<file path="config.mk">
export PLATFORM = sky130hd
export DESIGN_NAME = univ_shift_reg
export DESIGN_NICKNAME = d
export VERILOG_FILES = /design/src/rtl/shift_pkg.sv /design/src/rtl/shift_step_unit.sv /design/src/rtl/univ_shift_reg.sv
export SDC_FILE = /design/constraint.sdc
export NUM_CORES = 1
export LEC_CHECK = 0
export CAP_MARGIN = 20
export CELL_PAD_IN_SITES_DETAIL_PLACEMENT = 2
export CELL_PAD_IN_SITES_GLOBAL_PLACEMENT = 2
export CORE_UTILIZATION = 25
export DETAILED_ROUTE_END_ITERATION = 16
export HOLD_SLACK_MARGIN = 0.15
export PLACE_DENSITY_LB_ADDON = 0.1
export RECOVER_POWER = 50
export SKIP_LAST_GASP = 1
export SLEW_MARGIN = 20
export SYNTH_ARGS = -nofsm -noshare
export SYNTH_HDL_FRONTEND = slang
export SYNTH_SLANG_ARGS = --single-unit
</file>
<file path="constraint.sdc">
create_clock -name clk_i -period 1.2 [get_ports clk_i]
set_input_delay 0.12 -clock clk_i [delete_from_list [all_inputs] [get_ports clk_i]]
set_output_delay 0.12 -clock clk_i [all_outputs]
set_load 0.005 [all_outputs]
</file>
<file path="src/rtl/shift_pkg.sv">
`default_nettype none
// ============================================================================
// Module      : shift_pkg
// Description : Shared types for the universal shift register: operation
//               mode encoding and the run-control FSM state encoding.
// Ports       : none (package)
// Revision    : 1.0 - initial release
// ============================================================================
package shift_pkg;

  // Operation codes as seen on mode_i; codes 6 and 7 are reserved and
  // behave as SM_HOLD.
  typedef enum logic [2:0] {
    SM_HOLD = 3'd0,
    SM_SHL  = 3'd1,
    SM_SHR  = 3'd2,
    SM_SAR  = 3'd3,
    SM_ROL  = 3'd4,
    SM_ROR  = 3'd5
  } shift_mode_e;

  typedef enum logic [0:0] {
    ST_IDLE = 1'b0,
    ST_RUN  = 1'b1
  } shift_state_e;

endpackage : shift_pkg
`default_nettype wire

</file>
<file path="src/rtl/shift_step_unit.sv">
`default_nettype none
// ============================================================================
// Module      : shift_step_unit
// Description : Combinational single-step shifter. Moves data_i by STEP bits
//               according to mode_i and produces the candidate next value.
// Ports       : mode_i   [2:0]    operation code (6/7 treated as hold)
//               data_i   [N-1:0]  current register contents
//               fill_l_i [STEP-1:0] bits entering at the MSB side (SHR)
//               fill_r_i [STEP-1:0] bits entering at the LSB side (SHL)
//               next_o   [N-1:0]  shifted result
// Revision    : 1.0 - initial release
// ============================================================================
module shift_step_unit
  import shift_pkg::*;
#(
  parameter int N    = 8,
  parameter int STEP = 1
) (
  input  logic [2:0]      mode_i,
  input  logic [N-1:0]    data_i,
  input  logic [STEP-1:0] fill_l_i,
  input  logic [STEP-1:0] fill_r_i,
  output logic [N-1:0]    next_o
);

  always_comb begin
    next_o = data_i;
    case (mode_i)
      SM_SHL:  next_o = {data_i[N-STEP-1:0], fill_r_i};
      SM_SHR:  next_o = {fill_l_i, data_i[N-1:STEP]};
      // Arithmetic right shift replicates the sign bit into the vacated MSBs.
      SM_SAR:  next_o = {{STEP{data_i[N-1]}}, data_i[N-1:STEP]};
      SM_ROL:  next_o = {data_i[N-STEP-1:0], data_i[N-1 -: STEP]};
      SM_ROR:  next_o = {data_i[STEP-1:0], data_i[N-1:STEP]};
      default: next_o = data_i;
    endcase
  end

endmodule : shift_step_unit
`default_nettype wire

</file>
<file path="src/rtl/univ_shift_reg.sv">
`default_nettype none
// ============================================================================
// Module      : univ_shift_reg
// Description : Universal register with parallel load and counted multi-cycle
//               shift/rotate runs (STEP bits per cycle), start/busy/done
//               handshake and abort.
// Ports       : clk_i       clock, rising edge
//               rst_ni      asynchronous active-low reset
//               mode_i      operation, sampled with start_i
//               start_i     start a counted run (idle only)
//               count_i     shift cycles for the run, sampled with start_i
//               load_i      parallel load (idle only, wins over start_i)
//               abort_i     terminate an active run without done_o
//               parallel_i  parallel load data
//               serial_l_i  fill bits entering at the MSB side
//               serial_r_i  fill bits entering at the LSB side
//               parallel_o  register contents
//               serial_l_o  top STEP bits of the register
//               serial_r_o  bottom STEP bits of the register
//               busy_o      run in progress
//               done_o      one-cycle pulse after a completed run
// Revision    : 1.0 - initial release
// ============================================================================
module univ_shift_reg
  import shift_pkg::*;
#(
  parameter int N    = 8,
  parameter int STEP = 1,
  parameter int CW   = 4
) (
  input  logic            clk_i,
  input  logic            rst_ni,
  input  logic [2:0]      mode_i,
  input  logic            start_i,
  input  logic [CW-1:0]   count_i,
  input  logic            load_i,
  input  logic            abort_i,
  input  logic [N-1:0]    parallel_i,
  input  logic [STEP-1:0] serial_l_i,
  input  logic [STEP-1:0] serial_r_i,
  output logic [N-1:0]    parallel_o,
  output logic [STEP-1:0] serial_l_o,
  output logic [STEP-1:0] serial_r_o,
  output logic            busy_o,
  output logic            done_o
);

  shift_state_e  state_q;
  logic [N-1:0]  data_q;
  logic [N-1:0]  data_d;
  logic [CW-1:0] cnt_q;
  logic [2:0]    mode_q;
  logic          busy_q;
  logic          done_q;

  // Candidate value for a shift edge; serial fills are taken live each cycle.
  shift_step_unit #(
    .N    (N),
    .STEP (STEP)
  ) u_step (
    .mode_i   (mode_q),
    .data_i   (data_q),
    .fill_l_i (serial_l_i),
    .fill_r_i (serial_r_i),
    .next_o   (data_d)
  );

  always_ff @(posedge clk_i or negedge rst_ni) begin
    if (!rst_ni) begin
      state_q <= ST_IDLE;
      data_q  <= '0;
      cnt_q   <= '0;
      mode_q  <= '0;
      busy_q  <= 1'b0;
      done_q  <= 1'b0;
    end else begin
      done_q <= 1'b0;
      case (state_q)
        ST_IDLE: begin
          if (load_i) begin
            data_q <= parallel_i;
          end else if (start_i) begin
            mode_q <= mode_i;
            cnt_q  <= count_i;
            if (count_i != '0) begin
              state_q <= ST_RUN;
              busy_q  <= 1'b1;
            end else begin
              // Zero-length run completes immediately.
              done_q <= 1'b1;
            end
          end
        end
        ST_RUN: begin
          if (abort_i) begin
            state_q <= ST_IDLE;
            busy_q  <= 1'b0;
          end else begin
            data_q <= data_d;
            cnt_q  <= cnt_q - CW'(1);
            // This edge performs the last shift of the run.
            if (cnt_q == CW'(1)) begin
              state_q <= ST_IDLE;
              busy_q  <= 1'b0;
              done_q  <= 1'b1;
            end
          end
        end
        default: begin
          state_q <= ST_IDLE;
          busy_q  <= 1'b0;
        end
      endcase
    end
  end

  assign parallel_o = data_q;
  assign serial_l_o = data_q[N-1 -: STEP];
  assign serial_r_o = data_q[STEP-1:0];
  assign busy_o     = busy_q;
  assign done_o     = done_q;

endmodule : univ_shift_reg
`default_nettype wire

</file>
After elaboration in Yosys (flattened, before gate mapping)

Index checks and enable logic that the tools add are counted.

$add $sub $neg: 1
Eq/ne operators: 15
Multiplexer cells: 26
Bitwise gates (word level): 2
Reduce and logical (&&, ||, !) cells: 6

Operators by type and width:

| operator            | count |
|---|---|
| $pmux 8 s5          | 1 |
| $mux 8              | 2 |
| $pmux 8 s2          | 1 |
| $mux 1              | 15 |
| $mux 4              | 3 |
| $ne 2x2->1 const B  | 6 |
| $reduce_and 3->1    | 3 |
| $pmux 4 s2          | 1 |
| $reduce_and 4->1    | 2 |
| $eq 3x2->1 const B  | 2 |
| $eq 3x3->1 const B  | 2 |
| $ne 6x1->1 const B  | 1 |
| $pmux 1 s2          | 3 |
| $ne 5x1->1 const B  | 1 |
| $eq 4x1->1 const B  | 1 |
| $reduce_bool 4->1   | 1 |
| $sub 4x1->4 const B | 1 |
| $eq 3x1->1 const B  | 1 |
| $ne 3x2->1 const B  | 1 |
| $not 1->1           | 2 |

Flip-flop bits (word level): 18
Input bits: 22
Logic and storage cells: 57

Longest topological paths before layout

Gate-level depths: netlist (run 1).

Depth in word-level cells: 5
Gate-level depth with buffers: 6

Modules after synthesis

Synthesis (run 1) repeated with hierarchy kept, for this count alone.

Cells, all modules: 159
Area total of the unflattened synthesis: 1,408.9 µm²

Modules (own cells, without submodules):

| module          | instances | cells an instance | area an instance (µm²) | sequential area each (µm²) |
|---|---|---|---|---|
| univ_shift_reg  | 1         | 101               | 996.0                  | 450.4 |
| shift_step_unit | 1         | 58                | 412.9                  | 0.0 |

Least setup slack after synthesis (run 1)

Ideal clock, no wire load.

Path kind: register to register
Start point: reg mode_q[0]
End point: reg data_q[1], in the netlist parallel_o[1]
Library setup time: 129 ps
Arrival: 1,180 ps
Data required time: 1,071 ps
Path slack: -109 ps
Stages on the path, launching flop included: 6
Path buffers: 1
Clock period less this slack: 1,309 ps
Path through: dfrtp_1 > buf_2 > nand2_2 > mux2_2 > o211ai_1 > a31oi_1

Word-level cells in the longest chain between the ends: 4

Ends and longest elaborated chain:

| item                                     | line                  | RTL |
|---|---|---|
| start, declared                          | univ_shift_reg.sv:52  | `logic [2:0] mode_q;` |
| start signal, assigned                   | univ_shift_reg.sv:83  | `mode_q <= mode_i;` |
| $eq 3x3->1, or another cell as far along | shift_step_unit.sv:28 | `case (mode_i)` |
| $pmux 8 s5                               | shift_step_unit.sv:28 |  |
| $mux 8                                   | univ_shift_reg.sv:95  | `if (abort_i) begin` |
| $pmux 8 s2                               | univ_shift_reg.sv:78  | `case (state_q)` |
| end signal, assigned                     | univ_shift_reg.sv:81  | `data_q <= parallel_i;` |
| end signal, assigned                     | univ_shift_reg.sv:99  | `data_q <= data_d;` |
| end, declared                            | univ_shift_reg.sv:49  | `logic [N-1:0] data_q;` |

Parallel ways exist; a longest one is shown, timed or not. The select of a mux whose other input is x is not followed.
A chain may end at the register's enable or synchronous reset.

Worst setup path after layout (run 1)

Start point: reg mode_q[0]
End point: reg data_q[4], in the netlist parallel_o[4]

Same word-level chain as after synthesis.

==> results summary, run 1 <==
For this design the top-level I/O count stands at 34. Detailed routing inserted a total of 1,342 vias. The total congestion overflow after global routing is 0. After routing the design area is 2070 µm². The fraction of layout instances using a drive strength above 1 is 38.5%. The floorplan step set the die height to 73.4 µm. The CTS root buffer is clkbuf_8. The most frequently used flop master after synthesis is dfrtp_1.

The critical path in this run is classified as reg -> reg. Dividing the final minimum period by the clock period gives 116%. The biggest area contributor in the post-synthesis netlist is dfrtp_1. The number of global-route vias before repair came to 1,479.

The detailed router's first-iteration violation count is 50. The largest net degree at the start of global routing came out at 21. The transition time of the tightest slew-check pin came out at 0.534 ns. The power share of the clock group is 12.6%.

The worst-case vdd ir drop is 0.710 mV. After synthesis, flip-flops and latches occupy 35.4% of the total area. The placed instances occupy a cell area of 1830 µm². The data arrival at the endpoint of the critical path is 1.53 ns.

The required time at the endpoint of the critical path came out at 1.34 ns. The area of the placeable core is 4820 µm². The register bit total from synthesis is 18. The effective utilization at floorplan came out at 26.4%.

The number of library cell types mapped by synthesis came out at 40. The smallest clock period supported by the final layout is computed as 1.39 ns. The headroom to the max-slew limit came out at 64.4%.

The post-detailed-route DRC marker count came out at 0. Setup violations remaining at the end of the flow were counted as 14. Ranked by total cell area, the synthesized netlist is headed by dfrtp_1 (35%), nand2_1 (6.5%), mux2i_1 (6.3%), mux2_2 (6.2%), nor2_1 (4.4%). The die covers 5380 µm². When the netlist entered floorplanning its net count stood at 168.

The share of total power dissipated in sequential elements is 28.6%. Once layout is complete, the utilization of the core stands at 43.0%. For this design the total switching power over the nets is 1.49 mW. The TritonCTS clock tree is yes. Among all stages on the critical path, the largest delay is contributed by dfrtp_2. In this run the power density over the cells is 1830 nW/µm². The average wire per cell in the routed design is 17.0 µm.

The max-cap check violation count came out at 0. The area share of the largest cell type after synthesis came out at 35.4%. Based on the critical path, the design can be clocked at up to 0.718 GHz. The class of the most critical hold timing path is in -> async. The area added between synthesis and finish is 62.8%. Once detail routing completed, the nets flagged for antenna violations numbered 0. The final estimated routing congestion in global placement came out at 0.782. For this run, the slowest stage of the critical path takes 0.47 ns.

The wire length of the first global-routing pass came out at 7250 µm. The maximum fanout along the worst path came out at 7. The number of antenna violations at the first check in global routing is 0. Detailed placement finished with a half-perimeter wire length of 3230 µm. The most critical setup path has its startpoint at mode_q[0]. The cell-internal power came out at 2.31 mW.

Together, buffers and inverters on the worst path number 0. The start of the worst register-to-register path is mode_q[0]. The clock-pin slew reported for the worst setup and hold paths after clock tree synthesis is 0.08 ns.

A synthesized cell averages 8.85 µm². The leakage power of the design came out at 0.891 nW. The setup skew after layout is 0.00578 ns. Setup repair after global routing could not meet its margin everywhere.

The final wirelength is 4660 µm. The count of inserted antenna diode cells is 0. Buffers placed on the I/O ports in this run total 33. Global routing consumed, over all layers together, 18.1% of the routing resources. The number of warning messages in the yosys log came out at 0. The number of buffers on the longest clock path came out at 2.

The width of the chip is 73.4 µm. The run finished, with violations left. The final-report hold violation count is 0. The nature of the critical path startpoint is a register. The combinational fraction of design power is 58.7%.

The number of nets in the finished design is 233. The share of flip-flops with an asynchronous set or reset came out at 100%. Row generation in the floorplan step produced 25 rows. The total count of max-transition violations in the final report was 0. The overall power after layout is 3.80 mW. The synthesized netlist occupies a cell area of 1270 µm². The worst setup margin is -0.192 ns. After detailed routing, the number of vias per cell comes to 4.88. The worst setup path is captured at a register. The layout filler cell count came out at 553. The switching share of total power came out at 39.2%. The signal on the critical path passes through nand2_4, mux2_4, o211ai_1, a31oi_1. For this run, the detailed router's first-pass iteration total came to 4. For the worst-skew pair, the clock arrives at the later sink with an insertion delay of 0.26 ns.

The final reports fail on negative setup slack. The clock sink total came out at 18. The clock buffer count from CTS came out at 3. The synthesized instance count is 144. The cell class contributing the biggest share of worst-path delay is flip-flops. In this run, synthesis inferred 0 flip-flops with an integrated enable.

CTS built an H-tree with a depth of 1.
-- Yosys cell counts, types with 2 or more instances --
cell type  instances
mux2i_1            8
and2_1             2
o21ai_0            4
inv_1              4
ha_1               2
nand3b_1           2
buf_2              3
buf_4              4
nor2b_1            2
a31oi_1            8
a32oi_1            2
a21oi_1            2
nor2_1            15
clkbuf_1           3
nand2b_1           8
o211ai_1           7
nand2_1           22
mux2_2             7
dfrtp_1           18
-- cells by family (layout without fill, tap and decap cells) --
| logic type | Yosys count | in the layout | share of synthesized area, % |
|---|---|---|---|
| AOI/OAI and AO/OA | 33 | 33 | 19.0 |
| xor gates and xnor gates | 1 | 1 | 0.688 |
| adders and majority gates | 2 | 2 | 1.96 |
| buffers and inverters | 15 | 79 | 6.48 |
| DFF | 18 | 18 | 35.4 |
| muxes | 15 | 15 | 12.5 |
| and+or+nand+nor | 60 | 60 | 24.1 |
-- routing by layer --
layer / up-vias / global-route usage, % / wire length [µm]
li1: 637 / - / -
met1: 679 / 22.5 / 2090
met2: 20 / 32.3 / 2390
met3: 6 / 2.06 / 106
met4: 0 / 6.62 / 73
met5: - / 0 / 0
-- final timing paths --
check	end	slack [ns]	depth (start not counted)
max	parallel_o[4]	-0.19	4
min	parallel_o[1]	0.36	2
max reg2reg	parallel_o[4]	-0.19	4
min reg2reg	busy_o	0.53	2
max in group asynchronous	state_q	0.45	2
min in group clk_i	mode_q[2]	0.39	3
-- power by group through the flow --
stage,clock [mW],combinational (mW),sequential [mW]
global placement,0,1.68,1.15
finish,0.481,2.23,1.09
floorplan,0,1.02,1.06
detailed placement,0,1.76,1.18
CTS,0.488,2.14,1.08
global route,0.515,2.45,1.13
-- per-stage QoR --
stage | worst slack (ns) | hold WS (ns) | std cells | setup TNS (ns)
2_1_floorplan | -0.0880 | -0.176 | 144 | -0.610
3_3_place_gp | -0.268 | 0.492 | 258 | -3.54
3_5_place_dp | -0.291 | 0.494 | 258 | -4.16
4_1_cts | -0.181 | 0.213 | 272 | -1.87
5_1_grt | -0.240 | 0.398 | 275 | -2.99
6_report | -0.192 | 0.362 | 275 | -1.88
-- cell type report --
class	instances	area, µm²	share of cell area (%)
inverters	4	15.0	0.724
well taps	67	83.8	4.04
clock buffers	4	45.0	2.17
flip-flops and latches	18	460	22.2
repair buffers	71	633	30.5
multi-input cells	111	836	40.3
-- flip-flops by register name, indices dropped and copies added, names as in the netlist --
register / count
busy_o: 1
cnt_q: 4
done_o: 1
mode_q: 3
parallel_o: 8
state_q: 1
-- cells in the final DEF (no fill, tap or decap), types with 3 or more instances in the layout --
cell,n
buf_4,33
clkdlybuf4s50_1,22
nand2_1,16
nor2_1,13
dfrtp_1,10
dlygate4sd2_1,10
nand2b_1,8
a31oi_1,8
dfrtp_2,8
mux2i_1,7
o211ai_1,7
nand2_2,5
o21ai_1,4
mux2_4,4
mux2_2,3
clkbuf_8,3
-- timing repair --
| item | in CTS | in global routing |
|---|---|---|
| endpoints found under the setup margin | 28 | 19 |
| gates resized for setup | 31 | 15 |
| pin swaps | 9 | 16 |
| cloned | 0 | 0 |
| setup buffers | 10 | 3 |
| hold buffers | 0 | 0 |
Note: power is estimated with default switching activity, not from simulation.
==> inputs of run 2 (changes only) <==
GPL_TIMING_DRIVEN = 0   (was unset)
==> run 2 against run 1 <==
The run still ends with negative setup slack left. Sequential cell count is the same. Clock power up 8.1%. Sequential share of layout area is 0.30 points lower. Non-clock buffer count is 4 lower. Clock-buffer cell count stayed put. Clock skew fell by 0.0026 ns. Worst setup slack lost 0.073 ns.
==> results summary, run 2 (synthesis gave the netlist of run 1 again) <==
The effective utilization at floorplan is 26.4% (unchanged). The TritonCTS clock tree was yes (unchanged). The fraction of layout instances using a drive strength above 1 came out at 37.7% (was 38.5%). The leading cell type in the layout, fill and taps excluded is clkdlybuf4s50_1 (was buf_4). The worst hold margin came out at 0.392 ns (was 0.362 ns). The worst setup margin came out at -0.266 ns (was -0.192 ns). The switching share of total power is 39.3% (was 39.2%).

The clock-pin slew reported for the worst setup and hold paths after clock tree synthesis came out at 0.08 ns (about the same). The final cell count without fillers came to 271 (was 275). The fmax came out at 0.682 GHz (was 0.718 GHz). The chip height came to 73.4 µm (unchanged). The sequential power share is 26.9% (was 28.6%). The post-detailed-placement cell area came out at 1710 µm² (was 1830 µm²). The layout filler cell count is 544 (was 553). The combinational fraction of design power came out at 60.3% (was 58.7%). The transition time of the tightest slew-check pin was 0.959 ns (was 0.534 ns).

The number of hold-repair buffers added at the cts stage came out at 0 (unchanged). The number of antenna violations at the first check in global routing is 0 (unchanged). The power share of the clock group is 12.8% (was 12.6%). The final wirelength is 5150 µm (was 4660 µm).

The cell class contributing the biggest share of worst-path delay is flip-flops (unchanged). The final instance area is 2080 µm² (was 2070 µm²). The number of cells on the critical path came out at 7 (was 4). The worst slack at placement was -0.659 ns (was -0.291 ns). The number of global-route vias before repair came to 1,540 (was 1,479).

The die footprint came out at 5380 µm² (unchanged). The data arrival at the endpoint of the critical path came to 1.63 ns (was 1.53 ns). The routed via count was 1,392 (was 1,342). The power density relative to cell area came out at 1950 nW/µm² (was 1830 nW/µm²). The wire length of the first global-routing pass came out at 7890 µm (was 7250 µm).

The max-cap check violation count is 0 (unchanged). The largest net degree at the start of global routing is 19 (was 21). The nature of the critical path startpoint is a register (unchanged).

The number of iterations in the first detailed-routing pass came to 4 (unchanged). The headroom to the max-slew limit is 35.9% (was 64.4%). The area added between synthesis and finish is 63.7% (was 62.8%).

Status: finished, violations left (unchanged). The final antenna-violating net count was 0 (unchanged). The class of the most critical hold timing path is in -> async (unchanged). The switching power of the nets is 1.59 mW (was 1.49 mW). Violations in the final reports: negative setup slack (unchanged). The delay contributed by the slowest stage of the critical path came out at 0.49 ns (was 0.47 ns). The total congestion overflow after global routing was 0 (unchanged).

The length of routed wiring on met1 is 2090 µm (about the same). The level count of the clock H-tree is 1 (unchanged). Unrepaired setup endpoints after global routing: true (unchanged).

The top routing layer in use is met4 (unchanged). The mean number of vias per cell came to 5.14 (was 4.88). The post-placement cell count is 244 (was 258). The number of rows created at floorplan came out at 25 (unchanged). The cell with the largest stage delay on the worst path was dfrtp_2 (unchanged). The number of buffer and inverter stages on the critical path is 3 (was 0). The clock buffer count from CTS came out at 3 (unchanged). The number of nets in the finished design came out at 229 (was 233). The area of the placeable core was 4820 µm² (unchanged). The I/O pin count is 34 (unchanged).

The flip-flop count of the largest register after layout is 8 (unchanged). The critical path endpoint category is a register (unchanged). The logic depth of the worst register-to-register path is 7 (was 4). The final-report hold violation count is 0 (unchanged).

The amount of wire on met3 after detailed routing came out at 126 µm (was 106 µm). The overall power after layout was 4.06 mW (was 3.80 mW). The detailed router's first-iteration violation count was 22 (was 50). The clock sink total is 18 (unchanged). The number of buffers on the longest clock path is 2 (unchanged).

The number of buffers inserted by port buffering is 33 (unchanged). The total count of max-transition violations in the final report is 0 (unchanged). The part of the cycle the worst path needs is 122% (was 116%).

The critical path launch point is mode_q[2] (was mode_q[0]). The flop-to-flop setup slack came out at -0.27 ns (was -0.19 ns). The endpoint of the most critical register-to-register path is parallel_o[3] (was parallel_o[4]). The overall global routing resource usage is 19.9% (was 18.1%). The setup skew after layout came out at 0.00318 ns (was 0.00578 ns). The cell-internal power came out at 2.47 mW (was 2.31 mW). The HPWL reported at the end of detailed placement is 3180 µm (was 3230 µm). The CTS root buffer was clkbuf_8 (unchanged). The setup-violating endpoint count in the final report is 20 (was 14). The width of the chip is 73.4 µm (unchanged). The kind of critical path is reg -> reg (unchanged). Most frequent cells in the layout: clkdlybuf4s50_1 (23), nand2_1 (17), buf_4 (17) (was buf_4 (33), clkdlybuf4s50_1 (22), nand2_1 (16)).

The detailed route wirelength on metal2 came out at 2790 µm (was 2390 µm). The required time at the endpoint of the critical path came out at 1.37 ns (was 1.34 ns). Crit-path cells: buf_6, nor3_4, o31ai_4, buf_6, buf_6, nor2_2, a31oi_1 (was nand2_4, mux2_4, o211ai_1, a31oi_1). The start of the worst register-to-register path is mode_q[2] (was mode_q[0]). The final period demand of the worst path came out at 1.47 ns (was 1.39 ns). The maximum fanout along the worst path was 6 (was 7). The final estimated routing congestion in global placement is 0.768 (was 0.782).

The count of inserted antenna diode cells is 0 (unchanged). The post-detailed-route DRC marker count came to 0 (unchanged). The leakage power of the design was 0.877 nW (was 0.891 nW). The latest clock arrival within the worst-skew pair came out at 0.26 ns (about the same). The average wire per cell in the routed design came out at 19.0 µm (was 17.0 µm).

The most numerous cell type found on the critical path is buf_6. The worst-case vdd ir drop came out at 0.634 mV (was 0.710 mV).
-- run 2: cell types whose count changed in the layout (fill, tap and decap cells not counted), moves of 3 or more --
cell,previous run,this run
buf_6,2,14
nor2_1,13,8
dfrtp_1,10,13
buf_4,33,17
nor2_2,2,6
dfrtp_2,8,5
-- run 2: how the worst max path moves through the flow --
stage / slack, ns / end
4_1_cts: -0.22 / parallel_o[0]
6_report: -0.27 / parallel_o[3]
3_3_place_gp: -0.58 / parallel_o[0]
5_1_grt: -0.30 / parallel_o[3]
2_1_floorplan: -0.09 / parallel_o[0]
3_5_place_dp: -0.66 / parallel_o[0]
-- run 2: worst register-to-register path: stages (launching register included) --
cell,delay (ns)
dfrtp_2,0.49
buf_6,0.14
nor3_4,0.03
o31ai_4,0.22
buf_6,0.16
buf_6,0.12
nor2_2,0.04
a31oi_1,0.18
-- run 2: per-layer routing --
layer  GRT usage [%]  vias to the layer above
met2            36.6                       28
met4            8.33                        0
met5               0                        -
li1                -                      633
met1            23.2                      719
met3            2.61                       12
-- run 2: area by class of cell --
| type | instances | area [µm²] | area share (%) |
|---|---|---|---|
| repair buffers | 56 | 522 | 25.0 |
| multi-input cells | 111 | 855 | 41.0 |
| flip-flops and latches | 18 | 457 | 21.9 |
| well taps | 67 | 83.8 | 4.02 |
| clock buffers | 4 | 55.1 | 2.64 |
| plain buffers | 11 | 97.6 | 4.68 |
| inverters | 4 | 15.0 | 0.720 |
-- run 2: stage by stage --
step                      util [%]  setup TNS (ns)
final                         43.3           -3.29
after detailed placement      35.4           -9.97
after floorplan                  -          -0.610
after CTS                     41.4           -2.57
after global placement        35.4           -8.82
after global routing          43.3           -4.61
-- run 2: power groups by stage --
stage | logic, mW | registers, mW | clock network, mW
after floorplan | 1.02 | 1.06 | 0
after global placement | 1.60 | 1.13 | 0
after detailed placement | 1.69 | 1.16 | 0
after CTS | 2.21 | 1.08 | 0.538
after global routing | 2.64 | 1.13 | 0.557
final | 2.45 | 1.09 | 0.520
-- run 2: repair_timing --
item,in CTS,in global routing
pin swaps,12,12
setup endpoints to repair,29,22
resized for setup,44,20
cloned,2,0
setup buffers,17,4
